$ cat config.mk
export PLATFORM = sky130hd
export DESIGN_NAME = fpu_result_fifo
export DESIGN_NICKNAME = d
export VERILOG_FILES = /design/src/rtl/fpu_result_fifo.sv
export SDC_FILE = /design/constraint.sdc
export NUM_CORES = 1
export LEC_CHECK = 0
export ABC_AREA = 1
export CORE_MARGIN = 5
export CORE_UTILIZATION = 55
export CTS_BUF_LIST = sky130_fd_sc_hd__clkbuf_2 sky130_fd_sc_hd__clkbuf_4 sky130_fd_sc_hd__clkbuf_8
export CTS_CLUSTER_SIZE = 8
export DETAILED_ROUTE_END_ITERATION = 10
export GPL_ROUTABILITY_DRIVEN = 0
export GPL_TIMING_DRIVEN = 0
export HOLD_SLACK_MARGIN = 0.03
export PLACE_DENSITY_LB_ADDON = 0.25
export REMOVE_ABC_BUFFERS = 1
export SETUP_SLACK_MARGIN = 0.4
export SYNTH_ARGS = -nofsm -noshare
export SYNTH_HDL_FRONTEND = slang
export SYNTH_SLANG_ARGS = --single-unit
$ cat constraint.sdc
create_clock -name clk -period 3.68 [get_ports clk]
set_input_delay 0.552 -clock clk [delete_from_list [all_inputs] [get_ports clk]]
set_output_delay 0.552 -clock clk [all_outputs]
set_load 0.05 [all_outputs]
$ cat src/rtl/fpu_result_fifo.sv
// fpu_result_fifo: first-word-fall-through result buffer for the FPU.
// Holds DEPTH {data, status} entries in a circular buffer, flags lost results
// with a sticky drop bit, and optionally accumulates status across results.
// Optional feature macro: FPU_RES_STICKY_EN adds the sticky_out port/register.
module fpu_result_fifo #(
  parameter int DEPTH = 4
) (
  input  logic                       clk,
  input  logic                       reset,
  input  logic                       res_valid_in,
  input  logic [31:0]                data_in,
  input  logic [3:0]                 status_in,
  input  logic                       clear_in,
  input  logic                       out_ready,
  output logic                       out_valid,
  output logic [31:0]                data_out,
  output logic [3:0]                 status_out,
  output logic [$clog2(DEPTH):0]     count_out,
  output logic                       full_out,
  output logic                       drop_out
`ifdef FPU_RES_STICKY_EN
  ,
  output logic [3:0]                 sticky_out
`endif
);

  localparam int AW = $clog2(DEPTH);
  localparam int CW = AW + 1;
  localparam logic [CW-1:0] DEPTH_C   = CW'(DEPTH);
  localparam logic [CW-1:0] CNT_ONE_C = CW'(1);
  localparam logic [CW-1:0] CNT_ZERO_C = CW'(0);
  localparam logic [AW-1:0] PTR_ONE_C = AW'(1);
  localparam logic [AW-1:0] PTR_ZERO_C = AW'(0);
  localparam logic [3:0]    STICKY_INIT_C = 4'b1000;

  // Storage and control state
  logic [35:0]   mem_q [DEPTH];
  logic [35:0]   mem_d [DEPTH];
  logic [AW-1:0] wr_ptr_q, wr_ptr_d;
  logic [AW-1:0] rd_ptr_q, rd_ptr_d;
  logic [CW-1:0] count_q, count_d;
  logic          drop_q, drop_d;

  // Per-cycle handshake decisions
  logic          not_empty_s;
  logic          pop_s;
  logic          push_s;
  logic          drop_event_s;
  logic [35:0]   head_s;

  // Sticky status merge: AND for EXACT, OR for the exception flags.
  function automatic logic [3:0] merge_status(input logic [3:0] acc,
                                              input logic [3:0] st);
    merge_status = {acc[3] & st[3], acc[2:0] | st[2:0]};
  endfunction

  // Handshake decode: a pop frees a slot for a same-cycle push when full.
  always_comb begin
    not_empty_s  = (count_q != CNT_ZERO_C);
    pop_s        = not_empty_s & out_ready;
    push_s       = res_valid_in & ((count_q != DEPTH_C) | pop_s);
    drop_event_s = res_valid_in & ~push_s;
    head_s       = mem_q[rd_ptr_q];
  end

  // Next-state for storage, pointers, occupancy and drop flag.
  always_comb begin
    mem_d    = mem_q;
    wr_ptr_d = wr_ptr_q;
    rd_ptr_d = rd_ptr_q;
    count_d  = count_q;
    drop_d   = drop_q;

    if (push_s) begin
      mem_d[wr_ptr_q] = {data_in, status_in};
      wr_ptr_d        = wr_ptr_q + PTR_ONE_C;
    end else begin
      wr_ptr_d = wr_ptr_q;
    end

    if (pop_s) begin
      rd_ptr_d = rd_ptr_q + PTR_ONE_C;
    end else begin
      rd_ptr_d = rd_ptr_q;
    end

    case ({push_s, pop_s})
      2'b10:   count_d = count_q + CNT_ONE_C;
      2'b01:   count_d = count_q - CNT_ONE_C;
      default: count_d = count_q;
    endcase

    // A drop in the same cycle as clear wins, so the loss is never hidden.
    if (clear_in) begin
      drop_d = drop_event_s;
    end else begin
      drop_d = drop_q | drop_event_s;
    end
  end

  // Control registers with synchronous reset taking priority over all traffic.
  always_ff @(posedge clk) begin
    if (reset) begin
      wr_ptr_q <= PTR_ZERO_C;
      rd_ptr_q <= PTR_ZERO_C;
      count_q  <= CNT_ZERO_C;
      drop_q   <= 1'b0;
    end else begin
      wr_ptr_q <= wr_ptr_d;
      rd_ptr_q <= rd_ptr_d;
      count_q  <= count_d;
      drop_q   <= drop_d;
    end
  end

  // Entry storage; contents are don't-care after reset since count gates them.
  always_ff @(posedge clk) begin
    if (reset) begin
      mem_q <= mem_q;
    end else begin
      mem_q <= mem_d;
    end
  end

`ifdef FPU_RES_STICKY_EN
  logic [3:0] sticky_q, sticky_d;
  logic [3:0] sticky_base_s;

  // Sticky accumulation: clear restarts from the neutral value before merging.
  always_comb begin
    sticky_base_s = sticky_q;
    sticky_d      = sticky_q;
    if (clear_in) begin
      sticky_base_s = STICKY_INIT_C;
    end else begin
      sticky_base_s = sticky_q;
    end
    if (push_s) begin
      sticky_d = merge_status(sticky_base_s, status_in);
    end else begin
      sticky_d = sticky_base_s;
    end
  end

  // Sticky status register.
  always_ff @(posedge clk) begin
    if (reset) begin
      sticky_q <= STICKY_INIT_C;
    end else begin
      sticky_q <= sticky_d;
    end
  end

  // Sticky output straight from its register.
  always_comb begin
    sticky_out = sticky_q;
  end
`endif

  // Output drive: head entry falls through while valid, zeros otherwise.
  always_comb begin
    out_valid = not_empty_s;
    count_out = count_q;
    full_out  = (count_q == DEPTH_C);
    drop_out  = drop_q;
    if (not_empty_s) begin
      data_out   = head_s[35:4];
      status_out = head_s[3:0];
    end else begin
      data_out   = 32'h0000_0000;
      status_out = 4'b0000;
    end
  end

endmodule

# Word level (Yosys, flattened, before mapping)
# Cells that the tools add are included.
[word_totals]
latch_bits = 0
out_inout_bits = 42
romBits = 0
regBits = 152
inputBits = 41
elab_cells = 42
n_memories = 0
ramBits = 0
[classes]
addsub = 4
div_mod_pow = 0
n_eq_ne = 4
bitwise_logic = 9
n_reduce_logical = 4
magnitude_cmp = 3
multipliers = 0
muxes = 10
shift = 0
[ops]
columns = ["op", "n"]
rows = [
  ["144-bit bitwise mux", 1],
  ["36-bit 2-to-1 mux", 3],
  ["36-bit binary-select mux with 2-bit select", 1],
  ["36-bit demux with 2-bit select", 1],
  ["32-bit 2-to-1 mux", 1],
  ["3-bit >= comparator, second input constant", 2],
  ["2-bit NOT with 3-bit output", 2],
  ["3-bit case mux with 2 select lines", 1],
  ["2-bit by 1-bit adder with 2-bit output, second input constant", 2],
  ["4-bit 2-to-1 mux", 1],
  ["3-bit by 1-bit adder with 3-bit output, second input constant", 1],
  ["1-bit AND", 3],
  ["3-bit == test, second input constant", 1],
  ["3-bit by 1-bit < comparator with 1-bit output, second input constant", 1],
  ["3-bit != test, second input constant", 1],
  ["3-bit nonzero test", 1],
  ["3-bit by 1-bit subtractor with 3-bit output, second input constant", 1],
  ["2-bit by 1-bit == test with 1-bit output, second input constant", 1],
  ["2-bit == test, second input constant", 1],
  ["1-bit NOT", 2],
  ["1-bit OR", 2],
  ["2-bit AND reduction", 1],
  ["2-bit nonzero test", 1],
  ["1-bit logical AND", 1],
  ["1-bit 2-to-1 mux", 1],
]

# Longest topological paths before layout
# Gate-level depths: netlist of run 1.
[depth]
ltp_word = 8
mapped_depth = 10
mapped_depth_nobuf = 10

# Worst setup path after synthesis of run 1
# OpenSTA, ideal clock, no wires.
[synth_path]
path_type = "reg-to-reg"
from = "reg count_q[0], in the netlist count_out[0]"
to = "reg mem_q[0] in the netlist's numbering, enable pin"
setup_time_ns = 0.429
n_path_buf = 0
t_required_ns = 3.251
path_slack_ns = 0.655
path_stages_with_launch = 5
synth_period_minus_slack_ns = 3.025
arrival_ns = 2.595
path_cell_list = "dfxtp_1 nor2_2 nand3_1 nand3_1 nor2_1"
[synth_via]
elab_chain_cells = 5
elab_cells_between_ends = 6
classes_between = "1 x eq/ne; 3 x bitwise; 2 x reduce/logical"
[synth_rtl]
columns = ["item", "line", "text"]
rows = [
  ["start, declared", "41", "logic [CW-1:0] count_q, count_d;"],
  ["start signal, assigned", "111", "count_q <= count_d;"],
  ["3-bit nonzero test", "59", "not_empty_s = (count_q != CNT_ZERO_C);"],
  ["1-bit AND", "60", "pop_s = not_empty_s & out_ready;"],
  ["1-bit OR (*)", "61", "push_s = res_valid_in & ((count_q != DEPTH_C) | pop_s);"],
  ["1-bit AND (*)", "61", ""],
  ["2-bit AND reduction (no line) (*)", "--", ""],
  ["end signal, assigned", "119", "mem_q <= mem_q;"],
  ["end signal, assigned", "121", "mem_q <= mem_d;"],
  ["end, declared", "37", "logic [35:0] mem_q [DEPTH];"],
]
# Every way passes the cells marked *; elsewhere a longest branch is shown, timed or not.
# A chain may end at the register's enable or synchronous reset.

# Worst setup path after layout of run 1
[layout_path]
from = "reg rd_ptr_q[1]"
to = "out data_out[8]"
[layout_via]
elab_chain_cells = 5
[layout_rtl]
columns = ["item", "line", "text"]
rows = [
  ["start, declared", "40", "logic [AW-1:0] rd_ptr_q, rd_ptr_d;"],
  ["start signal, assigned", "110", "rd_ptr_q <= rd_ptr_d;"],
  ["2-bit NOT with 3-bit output (not written as such)", "63", "head_s = mem_q[rd_ptr_q];"],
  ["36-bit binary-select mux with 2-bit select", "63", ""],
  ["36-bit 2-to-1 mux (not written as such) (2 in a row)", "63", ""],
  ["32-bit 2-to-1 mux", "166", "if (not_empty_s) begin"],
  ["end, declared", "16", "output logic [31:0] data_out,"],
]
# Every way passes these cells. The select of a mux whose other input is x is not followed.

==> results of run 1 <==
[cell families after synthesis]
kind of cell | after synthesis | synth area share
AO/OA/AOI/OAI | 119 | 0.09802
adder cells (fa/ha/maj) | 5 | 0.01153
AND/OR/NAND/NOR | 172 | 0.1116
buffers and inverters | 45 | 0.04078
flip-flops | 152 | 0.7381
[cell usage after synthesis, drive strengths merged]
cell	count
edfxtp	144
a21oi	42
buf	18
o21ai	77
nand2	9
dfxtp	8
ha	4
inv	19
fa	1
nor2	154
nor3	1
clkbuf	8
nand3	7
nand4	1
[registers in the layout, indices dropped and copies added (netlist names)]
signal     flops
mem_q        144
count_out      3
rd_ptr_q       2
wr_ptr_q       2
drop_out       1
[tightest hold or removal path, cell delays in order (launching register included)]
cell,delay [ps]
dfxtp_1,320
nand2_1,60
a21oi_1,60
[per-layer routing]
layer,share of wire,up-vias,wire [um],global-route usage
li1,-,1890,-,-
met4,0.013,0,163,0.07746
met1,0.41,1862,5037,0.2490
met3,0.061,13,750,0.06158
met2,0.51,119,6247,0.3191
met5,0,-,0,0
[metrics by stage]
stage                     hold WS, ps  setup WS (ps)  std cells
final                           471.3          623.9        726
after global routing            499.7          434.4        726
after CTS                       475.0          392.4        726
after detailed placement        460.4          42.75        694
after global placement          455.8          -1510        689
after floorplan                 489.9          305.4        467
[power breakdown]
part / internal, W / leakage (nW) / switching [W]
registers: 0.00195 / 1.38 / 0.0000555
logic: 0.000300 / 1.07 / 0.000862
clock network: 0.000611 / 0.185 / 0.000585
[layout make-up]
class	instances	area share
flip-flops and latches	152	0.6083
multi-input cells	296	0.1860
repair buffers	87	0.1196
clock buffers	19	0.03372
well taps	140	0.02372
clock inverters	13	0.01762
inverters	19	0.01101
[path summary, 6_finish.rpt]
kind	startpoint	end
setup / recovery	rd_ptr_q[1]	data_out[8]
hold / removal	drop_out	drop_out
setup reg to reg	count_out[0]	mem_q[128]
hold reg to reg	drop_out	drop_out
==> flow_summary.yaml, run 1 <==
clock_network:
  cts_root_buf: "clkbuf_8"
  cts.clk_slew.worst_paths_ps: 80
  post_cts_resized: 40
  cts-buffers-inserted: 17
  clk_latency_ps: 430
  cts_buffer_depth: 2
  cts_setup_buffers: 0
  cts_hold_buf: 0
  tritoncts: "yes"
  cts.sinks: 152
  cts.htree.levels: 4
placement:
  dp_hpwl_mm: 6.820
  dpl_cell_area_um2: 7036
  port-buffer-count: 82
cells_and_area:
  fillers: 775
  layout-drive-gt1-share: 0.08191
  finish.net_count: 619
  final_common_cell: "nor2_1"
  diodes: 0
  final_cell_area_um2: 7385
  fin_util: 0.6812
  area_growth_pct: 21.54
  mostFrequentLayoutCells: "nor2_1 (149), edfxtp_1 (144), o21ai_0 (57)"
  multi_input_area_um2: 1374
  final-seq-area_um2: 4492
global_routing:
  grt_pass1_wl_mm: 19.55
  antenna_found_initial: 0
  grt_overflow: 0
  grt_pass1_vias: 3988
  grtUsageTotal: 0.1967
  grt_max_degree: 74
route:
  drt_wl_total_mm: 12.20
  drc_errors: 0
  num_vias: 3884
  firstDrtPassIters: 4
  ant_nets: 0
  via_per_inst: 5.350
  dr.first_iter.drc_count: 264
  wire_per_inst_um: 16.80
sta:
  hold_viol: 0
  worst_pin_slew_ps: 783.3
  fmaxAchievable_mhz: 327.2
  min_period_ps: 3056
  final.setup_skew_ps: 14.40
  setup_viol: 0
  rsz0062_at_grt: "false"
  slew_headroom: 0.4771
  fin_crit_sh: 0.8305
  slew_violations: 0
  setup_tns_ps: 0
synthesis:
  synth_warnings: 0
  syn_avg_cell_area_um2: 12.32
  ys_seq_elements: 152
  synthTopCellsByArea: "edfxtp_1 (71%), nor2_1 (9.5%), o21ai_0 (4.7%)"
  yosys.cell_types.count: 22
  ys_seq_area_frac: 0.7381
  synthCells: 493
  yosysTopAreaCellShare: 0.7117
  synth_largest_area_cell: "edfxtp_1"
  syn-cell-area_um2: 6076
setup_path:
  end_kind: "output pin"
  critPathRequiredTime_ps: 3130
  crit_type: "reg -> out"
  cp_slowest_stage_delay_ps: 680
  worstPathCellList: "inv_4 -> nor2_1 -> o21ai_0 -> a21oi_1 -> dlygate4sd2_1"
  cp.depth: 5
  arrival_ps: 2500
  worst_setup_path_start_kind: "flip-flop"
  ff2ff_path_depth: 5
  cp_top_family: "buffers and inverters"
  critPathSlowestCell: "dfxtp_4"
  rrSetupSlack_ps: 1470
  worst-path-buf-inv: 2
  cp_max_fo: 38
die:
  dieWidth_um: 115.1
  fp-row-count: 38
  core_area_um2: 10840
  dieArea_um2: 13250
  initial_core_util: 0.5605
  ioPinCount: 83
  die_height_um: 115.1
run:
  cap_viol_max_count: 0
pwr:
  peakVddDrop_mv: 0.3035
  power_w: 0.004365
  p_per_area_nw_per_um2: 591.1
  leakage_nw: 2.632
hold_path:
  whs_path_depth: 2
  hp-class: "reg -> reg"
run_status:
  outcome: "complete, no violations"
Note: power is estimated with default switching activity, not from simulation.
==> run 2: changes to the inputs <==
==> constraint.sdc (replaced) <==
create_clock -name clk -period 2.89 [get_ports clk]
set_input_delay 0.4335 -clock clk [delete_from_list [all_inputs] [get_ports clk]]
set_output_delay 0.4335 -clock clk [all_outputs]
set_load 0.05 [all_outputs]
==> flow_summary.yaml, run 2 (synthesized netlist as in run 1, its figures left out) <==
setup_path:
  cp_top_family: "buffers and inverters"
  end_kind: "output pin"
  cp_max_fo: 73
  crit_type: "reg -> out"
  critPathSlowestCell: "clkdlybuf4s18_2"
  worst_setup_path_start_kind: "flip-flop"
  arrival_ps: 1950
  cp_slowest_stage_delay_ps: 390
  ff2ff_path_depth: 5
  worst-path-buf-inv: 3
  reg2reg_to: "mem_q[96]"
  worstReg2RegStart: "count_out[0]"
  rrSetupSlack_ps: 760
  worstPathCellList: "buf_12 -> inv_16 -> o21ai_0 -> a21oi_1 -> clkdlybuf4s18_2"
  crit_start: "rd_ptr_q[0]"
  critPathRequiredTime_ps: 2460
clock_network:
  cts_hold_buf: 0
  cts.clk_slew.worst_paths_ps: 80
  cts.htree.levels: 4
  cts-buffers-inserted: 17
  tritoncts: "yes"
  cts_buffer_depth: 2
  clk_latency_ps: 440
  cts_root_buf: "clkbuf_8"
  cts.sinks: 152
sta:
  fmaxAchievable_mhz: 420.0
  min_period_ps: 2381
  final.setup_skew_ps: 16.91
  rsz0062_at_grt: "false"
  final.setup.worst_slack_ps: 509.1
  slew_violations: 0
  worst_pin_slew_ps: 578.5
  fin_crit_sh: 0.8239
  setup_viol: 0
  slew_headroom: 0.6134
  hold_viol: 0
die:
  ioPinCount: 83
  core_area_um2: 10840
  die_height_um: 115.1
  initial_core_util: 0.5605
  dieWidth_um: 115.1
  fp-row-count: 38
  dieArea_um2: 13250
route:
  wire_per_inst_um: 17.25
  num_vias: 3965
  dr.first_iter.drc_count: 282
  ant_nets: 0
  firstDrtPassIters: 4
  drc_errors: 0
  drt_wl_total_mm: 12.65
  via_per_inst: 5.409
placement:
  pre_cts_ws_ps: -628.7
  dp_hpwl_mm: 6.820
  port-buffer-count: 82
  dpl_cell_area_um2: 7036
pwr:
  p_comb_frac: 0.281
  leakage_nw: 2.615
  peakVddDrop_mv: 0.4089
  clock_power_share: 0.271
  power.internal_w: 0.003688
  p_sw_w: 0.001940
  p_seq_frac: 0.448
  p_per_area_nw_per_um2: 753.7
  switching_share: 0.3447
hold_path:
  hold_end: "drop_out"
  worstHoldStart: "drop_out"
  whs_path_depth: 2
  hp-class: "reg -> reg"
global_routing:
  grtUsageTotal: 0.2032
  grt_max_degree: 74
  grt_pass1_wl_mm: 20.02
  grt_overflow: 0
  grt_pass1_vias: 4007
  antenna_found_initial: 0
cells_and_area:
  final_cell_area_um2: 7467
  final_common_cell: "nor2_1"
  largest_reg_flops: 144
  diodes: 0
  layout-drive-gt1-share: 0.1535
  mostFrequentLayoutCells: "nor2_1 (149), edfxtp_1 (144), o21ai_0 (57)"
  area_growth_pct: 22.90
  fin_util: 0.6888
  top_register: "mem_q"
  fillers: 759
  finish.net_count: 626
run_status:
  outcome: "complete, no violations"
run:
  cap_viol_max_count: 0
-- run 2: power by group through the flow --
stage                     Combinational, W  Clock, W  Sequential [W]
after floorplan                   0.000972         0         0.00263
after global placement             0.00152         0         0.00263
after detailed placement           0.00160         0         0.00260
after CTS                          0.00160   0.00155         0.00252
after global routing               0.00169   0.00166         0.00253
final                              0.00158   0.00152         0.00252
-- run 2: cell type report --
type	count	area [um2]	share of cell area
multi-input cells	296	1374	0.1840
clock inverters	13	130.1	0.01743
inverters	19	95.09	0.01273
repair buffers	94	952.2	0.1275
well taps	140	175.2	0.02346
flip-flops and latches	152	4492	0.6015
clock buffers	19	249.0	0.03334
-- run 2: tightest hold or removal path: cells and delay by family, from the launching register on --
family | cells | cell delay (ps)
simple gates | 1 | 60
compound gates | 1 | 60
flops | 1 | 320
-- run 2: layer usage --
metal / wire (um) / track usage / vias up / share of wire
li1: - / - / 1904 / -
met1: 5198 / 0.2574 / 1924 / 0.41
met2: 6439 / 0.3353 / 124 / 0.51
met3: 872 / 0.05947 / 13 / 0.069
met4: 136 / 0.07433 / 0 / 0.011
met5: 0 / 0 / - / 0
-- run 2: how the worst max path moves through the flow --
stage                         to  cells past startpoint  slack [ps]
floorplan            data_out[0]                      3        -370
finish              data_out[30]                      5         510
detailed placement  data_out[14]                      5        -630
CTS                     full_out                      3         410
global placement    data_out[14]                      4       -2180
global route         data_out[8]                      5         400
-- run 2: per-stage QoR --
step                total power (W)  cells  setup TNS, ps  hold WS (ps)
CTS                        0.005676    730              0         475.0
global route               0.005875    733              0         499.7
finish                     0.005628    733              0         470.7
detailed placement         0.004200    694         -18050         460.4
global placement           0.004152    689        -312250         455.8
floorplan                  0.003604    467         -32580         489.9
-- run 2: what timing repair did --
action	in CTS	in global routing
pin swaps	0	1
setup endpoints to repair	36	48
resized for setup	132	22
setup buffers	4	3
==> run 3: changes to the inputs <==
==> constraint.sdc (replaced) <==
create_clock -name clk -period 2.4 [get_ports clk]
set_input_delay 0.36 -clock clk [delete_from_list [all_inputs] [get_ports clk]]
set_output_delay 0.36 -clock clk [all_outputs]
set_load 0.05 [all_outputs]
==> flow_summary.yaml, run 3 (synthesized netlist as in run 1, its figures left out) <==
run_status:
  outcome: "complete, no violations"
route:
  num_vias: 4367
  wire_per_inst_um: 20.16
  drc_errors: 0
  firstDrtPassIters: 5
  dr.first_iter.drc_count: 445
  drt_wl_total_mm: 15.40
  ant_nets: 0
  via_per_inst: 5.716
sta:
  hold_viol: 0
  min_period_ps: 2254
  worst_pin_slew_ps: 503.4
  fin_crit_sh: 0.9390
  setup_tns_ps: 0
  rsz0062_at_grt: "true"
  slew_headroom: 0.6639
  fmaxAchievable_mhz: 443.7
  final.setup_skew_ps: 22.84
  slew_violations: 0
  setup_viol: 0
setup_path:
  worst_setup_path_start_kind: "flip-flop"
  worstReg2RegStart: "count_out[0]"
  cp_max_fo: 6
  reg2reg_to: "mem_q[128]"
  arrival_ps: 1890
  ff2ff_path_depth: 5
  end_kind: "output pin"
  critPathRequiredTime_ps: 2040
  rrSetupSlack_ps: 660
  crit_type: "reg -> out"
cells_and_area:
  diodes: 0
  finish.net_count: 657
  final_cell_area_um2: 8290
  final_cells: 764
  top_register: "mem_q"
  mostFrequentLayoutCells: "edfxtp_1 (144), nor2_1 (129), clkdlybuf4s50_1 (40)"
  final_common_cell: "edfxtp_1"
  largest_reg_flops: 144
  layout-drive-gt1-share: 0.2997
  area_growth_pct: 36.45
hold_path:
  whs_path_depth: 2
  hold_end: "drop_out"
  hp-class: "reg -> reg"
  worstHoldStart: "drop_out"
die:
  die_height_um: 115.1
  dieArea_um2: 13250
  core_area_um2: 10840
  dieWidth_um: 115.1
  fp-row-count: 38
  initial_core_util: 0.5605
  ioPinCount: 83
global_routing:
  grt_pass1_vias: 4334
  grt_max_degree: 39
  grtUsageTotal: 0.2430
  grt_overflow: 0
  antenna_found_initial: 0
  grt_pass1_wl_mm: 23.27
pwr:
  power_w: 0.007474
  p_per_area_nw_per_um2: 901.6
  peakVddDrop_mv: 0.5265
  leakage_nw: 2.938
clock_network:
  cts.htree.levels: 4
  tritoncts: "yes"
  cts.sinks: 152
  cts_buffer_depth: 2
  cts.clk_slew.worst_paths_ps: 80
  clk_latency_ps: 450
  cts-buffers-inserted: 17
  cts_root_buf: "clkbuf_8"
placement:
  dp_hpwl_mm: 6.820
  port-buffer-count: 82
  dpl_cell_area_um2: 7036
  placedCellCount: 694
run:
  cap_viol_max_count: 0
==> run 3: critical path, stage by stage (launching register included) <==
cell     delay, ps
dfxtp_4        410
buf_12         160
buf_16         150
buf_4          120
nor2_4          30
nor2_2         120
o21ai_2         80
a21oi_2        180
buf_6          180
==> run 3: power breakdown <==
group / internal, W / total (W) / leakage (nW) / switching, W
clock: 0.000936 / 0.00187 / 0.185 / 0.000930
combinational: 0.000874 / 0.00257 / 1.38 / 0.00169
sequential: 0.00299 / 0.00304 / 1.38 / 0.0000472
total: 0.00480 / 0.00747 / 2.94 / 0.00267
==> run 3: worst max path at each step <==
stage,from,to,slack [ps],depth (start not counted)
2_1_floorplan,rd_ptr_q[0],data_out[0],-780,3
3_3_place_gp,rd_ptr_q[0],data_out[14],-2600,4
3_5_place_dp,rd_ptr_q[0],data_out[14],-1050,5
4_1_cts,rd_ptr_q[0],data_out[14],130,8
5_1_grt,rd_ptr_q[0],data_out[14],50,6
6_report,rd_ptr_q[0],data_out[29],150,8
==> run 3: through the flow <==
| stage | utilization | hold WS (ps) | setup WS (ps) |
|---|---|---|---|
| 2_1_floorplan | - | 429.1 | -782.6 |
| 3_3_place_gp | 0.6361 | 455.8 | -2598 |
| 3_5_place_dp | 0.6490 | 460.4 | -1045 |
| 4_1_cts | 0.7484 | 467.8 | 133.2 |
| 5_1_grt | 0.7648 | 473.6 | 45.17 |
| 6_report | 0.7648 | 467.6 | 146.3 |
==> run 3: timing repair <==
| item | in CTS | in global routing |
|---|---|---|
| gates resized for setup | 322 | 81 |
| setup buffers | 19 | 6 |
| hold buffers | 0 | 0 |
| pin swaps | 47 | 28 |
| setup endpoints to repair | 166 | 98 |
| cloned | 13 | 0 |
==> run 3: layer usage <==
layer  share of wire  up-vias  global-route usage
li1                -     1977                   -
met1            0.39     2117              0.3153
met2            0.50      238              0.3889
met3           0.079       35             0.06632
met4           0.025        0              0.1041
met5               0        -                   0
==> run 3: cell type report <==
type	instances	area (um2)
timing repair inverter	8	122.6
fill	639	2550
inverter	19	108.9
timing repair buffer	117	1346
multi-input combinational	296	1667
tap	140	175.2
sequential	152	4492
clock inverter	13	130.1
clock buffer	19	249.0
